--- src/rtl/program_loader_pkg.sv ---
// Shared types for the stream-to-RAM program loader: FSM state encoding.
`default_nettype none
package program_loader_pkg;
  typedef enum logic [1:0] {
    IDLE  = 2'd0,
    LOAD  = 2'd1,
    FLUSH = 2'd2,
    DONE  = 2'd3
  } loader_state_t;
endpackage
`default_nettype wire

--- src/rtl/program_loader_load_addr_counter.sv ---
// RAM write-address counter with synchronous clear, increment and terminal count.
`default_nettype none
module load_addr_counter #(
  parameter int WIDTH = 8
) (
  input  logic             clk,
  input  logic             reset,
  input  logic             clear,
  input  logic             inc,
  output logic [WIDTH-1:0] count,
  output logic             tc
);
  always_ff @(posedge clk or negedge reset) begin
    if (!reset)
      count <= '0;
    else if (clear)
      count <= '0;
    else if (inc)
      count <= count + 1'b1;
  end

  assign tc = &count;
endmodule
`default_nettype wire

--- src/rtl/program_loader.sv ---
// Loads a byte stream into RAM from address 0 while holding the CPU in reset.
// Optional macro LOADER_CHECKSUM_EN enables the additive checksum of loaded bytes.
`default_nettype none
module program_loader
  import program_loader_pkg::*;
#(
  parameter int ADDR_W = 8,
  parameter int DATA_W = 8
) (
  input  logic              clk,
  input  logic              reset,
  input  logic              start,
  input  logic              in_valid,
  input  logic [DATA_W-1:0] in_data,
  input  logic              in_last,
  output logic              in_ready,
  output logic [ADDR_W-1:0] mem_addr,
  output logic [DATA_W-1:0] mem_data,
  output logic              mem_we,
  output logic              cpu_hold,
  output logic              done,
  output logic              full,
  output logic [DATA_W-1:0] checksum
);
  loader_state_t state, state_next;
  logic              accept;
  logic              load_start;
  logic [ADDR_W-1:0] addr_count;
  logic              addr_tc;

  load_addr_counter #(.WIDTH(ADDR_W)) u_addr (
    .clk   (clk),
    .reset (reset),
    .clear (load_start),
    .inc   (accept),
    .count (addr_count),
    .tc    (addr_tc)
  );

  always_ff @(posedge clk or negedge reset) begin
    if (!reset)
      state <= IDLE;
    else
      state <= state_next;
  end

  always_comb begin
    state_next = state;
    load_start = 1'b0;
    in_ready   = 1'b0;
    cpu_hold   = 1'b1;
    done       = 1'b0;
    case (state)
      IDLE: begin
        if (start) begin
          state_next = LOAD;
          load_start = 1'b1;
        end
      end
      LOAD: begin
        in_ready = 1'b1;
        if (in_valid && (in_last || addr_tc))
          state_next = FLUSH;
      end
      FLUSH: state_next = DONE;
      DONE: begin
        cpu_hold = 1'b0;
        done     = 1'b1;
        // Start in DONE is a reload.
        if (start) begin
          state_next = LOAD;
          load_start = 1'b1;
        end
      end
      default: state_next = IDLE;
    endcase
  end

  assign accept = in_valid && in_ready;

  // Write port is registered: the strobe follows acceptance by one cycle.
  always_ff @(posedge clk or negedge reset) begin
    if (!reset) begin
      mem_we   <= 1'b0;
      mem_addr <= '0;
      mem_data <= '0;
      full     <= 1'b0;
    end else begin
      mem_we <= accept;
      if (accept) begin
        mem_addr <= addr_count;
        mem_data <= in_data;
      end
      if (load_start)
        full <= 1'b0;
      else if (accept && addr_tc && !in_last)
        full <= 1'b1;
    end
  end

`ifdef LOADER_CHECKSUM_EN
  always_ff @(posedge clk or negedge reset) begin
    if (!reset)
      checksum <= '0;
    else if (load_start)
      checksum <= '0;
    else if (accept)
      checksum <= checksum + in_data;
  end
`else
  assign checksum = '0;
`endif
endmodule
`default_nettype wire
--- config.mk ---
export PLATFORM = sky130hd
export DESIGN_NAME = program_loader
export DESIGN_NICKNAME = d
export VERILOG_FILES = /design/src/rtl/program_loader_pkg.sv /design/src/rtl/program_loader_load_addr_counter.sv /design/src/rtl/program_loader.sv
export SDC_FILE = /design/constraint.sdc
export NUM_CORES = 1
export LEC_CHECK = 0
export BUFFER_PORTS_ARGS = -buffer_cell sky130_fd_sc_hd__buf_4
export CAP_MARGIN = 10
export CORE_MARGIN = 4
export CORE_UTILIZATION = 49
export DETAILED_ROUTE_END_ITERATION = 6
export GPL_ROUTABILITY_DRIVEN = 0
export GPL_TIMING_DRIVEN = 0
export PLACE_DENSITY = 0.85
export RECOVER_POWER = 100
export SLEW_MARGIN = 20
export SYNTH_ARGS = -nofsm -noshare
export SYNTH_HDL_FRONTEND = slang
export SYNTH_SLANG_ARGS = --single-unit
--- constraint.sdc ---
create_clock -name clk -period 1.9 [get_ports clk]
set_input_delay 0.19 -clock clk [delete_from_list [all_inputs] [get_ports clk]]
set_output_delay 0.19 -clock clk [all_outputs]
set_load 0.05 [all_outputs]
==> reports/qor.csv <==
metric;value;unit
Critical Path RT;2170;ps
Top FF cell, synth;dfrtp_1;
static leakage;0.774;nW
simple-gate share of the synthesized area;11.5;%
Site Rows;18;
vias;998;
fmax;553;MHz
Final Hold Slack;62.9;ps
# Max-Cap Violations;0;
Post-Syn Instances;115;
Netlist Area Pre-Place;0.00131;sq mm
area share of fa/ha/maj cells after synthesis;2.88;%
worst min path class;input port to register;
Pins Over Slew Limit;0;
IO buf count;32;
CTS Sinks;28;
Core Box Area;0.00250;sq mm
Routed wire per std cell;14.0;um
CTS tree;yes;
Die X;59.6;um
number of flops mapped to enable cells by yosys;0;
initial antenna violation count;0;
Yosys reg bits;28;
clk slew on worst S/H paths;140;ps
crit-path max FO;9;
die area;0.00355;sq mm
multiplexer share of the synthesized area;12.1;%
Ys Warns;0;
worst clock skew;4.19;ps
final period utilization;95.1;%
vias in the first global route;1001;
DRT iter0 DRCs;18;
largest net degree at the start of global routing;29;
final critical-path required period;1810;ps
CP Capture Type;register;
Post-Synth XOR/XNOR Area;1.34;%
post-DR vias/cell;5.23;
main combinational cell family by area after synthesis;multiplexers;
CP Data Arrival Time;2080;ps
initial core utilization;52.2;%
I/O pin count;42;
Post-route DRC;0;
post-synthesis cell type count;27;
Setup Viol. Count Final;0;
clk root buf;clkbuf_4;
dpl hpwl;1.98;mm
CTS H-tree lvls;1;
gr ovfl total;0;
first-pass GRT wire length;4.34;mm
clock buffer depth;2;
share of cells above drive strength 1;22.4;%
Routed WL;2.67;mm
fin nets;178;
Synth Area in Compound Gates;9.68;%
status;finished, final reports clean;
worst skew pair latency;330;ps
Max rail drop VDD;1.19;mV
syn_area_per_cell;11.3;sq um
worst relative slew slack;55.3;%
CTS Buf Count;3;
Pwr Density;1520;mW/mm^2
total track usage;15.9;%
sum of negative setup slack;0;ps
Design Power;2.46;mW
Vert. Die Dim;59.6;um
Area growth syn-to-layout;23.9;%
drt pass-1 iters;4;
sequential share of the synthesized area;53.7;%
CP Launch Type;register;
Synth async-reset ratio;100;%
Final Hold Viols;0;
DRT antenna net count;0;
worst setup path class;register to register;
Filler cells;216;
worst slew pin tran;671;ps
diode count;0;
-- logic make-up (layout without fill, tap and decap cells) --
kind of cell | after synthesis | after routing
and+or+nand+nor | 29 | 29
DFF | 28 | 28
AOI/OAI and AO/OA | 19 | 19
buffers and inverters | 19 | 58
muxes | 14 | 14
adders and majority gates | 3 | 3
xor gates and xnor gates | 2 | 2
other | 1 | 8
-- cell usage in the layout (no fill, tap or decap), types with 2 or more instances in the layout --
master and count:
mux2_2 2, clkbuf_4 3, mux2_1 12, clkbuf_1 20, nand4_1 3, or3_1 2, a21oi_1 5, o21a_1 3
or4_1 3, ha_1 2, clkbuf_2 4, buf_4 22, dfrtp_1 28, nand2b_1 2, o2111ai_1 2, nand3_1 5
xor2_1 2, inv_1 6, conb_1 8, o31ai_1 3, nand2_1 8, nor2_1 2, o21ai_0 3
-- layer usage --
layer	GRT usage, %	share of wire [%]
met5	0	0
met2	30.1	47
met3	3.49	9.0
met1	17.6	43
met4	4.75	1.3
-- per-stage QoR --
| stage | setup WS (ps) | cells | utilization, % | area [sq um] |
|---|---|---|---|---|
| 2_1_floorplan | 48.9 | 122 | - | 1330 |
| 3_3_place_gp | 150 | 184 | 64.5 | 1610 |
| 3_5_place_dp | 63.9 | 184 | 64.5 | 1610 |
| 4_1_cts | 55.8 | 189 | 67.0 | 1670 |
| 5_1_grt | -32.7 | 191 | 64.7 | 1620 |
| 6_report | 92.8 | 191 | 64.7 | 1620 |
-- critical path, stage by stage, from the launching register on --
cell and delay [ps]:
dfrtp_1 450, inv_1 90, ha_2 170, buf_4 150, nand4_1 170, or4_1 560
a21oi_2 150
-- report_power, final --
part           total [mW]  switching [mW]  internal [mW]
logic                1.24           0.924          0.315
registers           0.842          0.0952          0.746
clock network       0.384           0.171          0.214
-- worst paths after layout --
kind                              endpoint         from  cells after the start  slack, ps
hold reg to reg                mem_addr[2]  mem_addr[2]                      2        500
setup reg to reg           u_addr.count[7]     state[1]                      6         90
min in group asynchronous  u_addr.count[2]        reset                      2        420
hold / removal                 mem_data[5]   in_data[5]                      2         60
max in group asynchronous  u_addr.count[6]        reset                      2       1060
setup / recovery           u_addr.count[7]     state[1]                      6         90
-- repair_timing --
action                     4_1_cts  5_1_grt
hold buffers                     1        0
setup endpoints to repair        0       14
resized for setup                0        3
hold endpoints to repair        28        0
setup buffers                    0        2
-- cells in the mapped netlist (3+ instances only) --
library cell / instances / share of area [%]
a21oi_1: 6 / 2.3
buf_4: 10 / 5.8
dfrtp_1: 28 / 54
ha_1: 3 / 2.9
inv_1: 6 / 1.7
mux2_1: 12 / 10
nand2_1: 9 / 2.6
nand3_1: 5 / 1.9
nand4_1: 3 / 1.4
o21a_1: 3 / 1.7
o21ai_0: 3 / 1.2
o31ai_1: 3 / 1.7
or4_1: 3 / 1.7
-- area by class of cell --
class | count | area [sq um] | area share [%]
plain buffers | 13 | 88.8 | 5.50
inverters | 6 | 22.5 | 1.39
well taps | 30 | 37.5 | 2.32
clock inverters | 1 | 30.0 | 1.86
flip-flops and latches | 28 | 701 | 43.3
multi-input cells | 75 | 528 | 32.7
clock buffers | 3 | 22.5 | 1.39
repair buffers | 35 | 186 | 11.5
-- state kept, by name (all words and copies together), names as in the netlist --
register / cells
state: 2
full: 1
mem_we: 1
mem_data: 8
u_addr.count: 8
mem_addr: 8
Note: power is estimated with default switching activity, not from simulation.
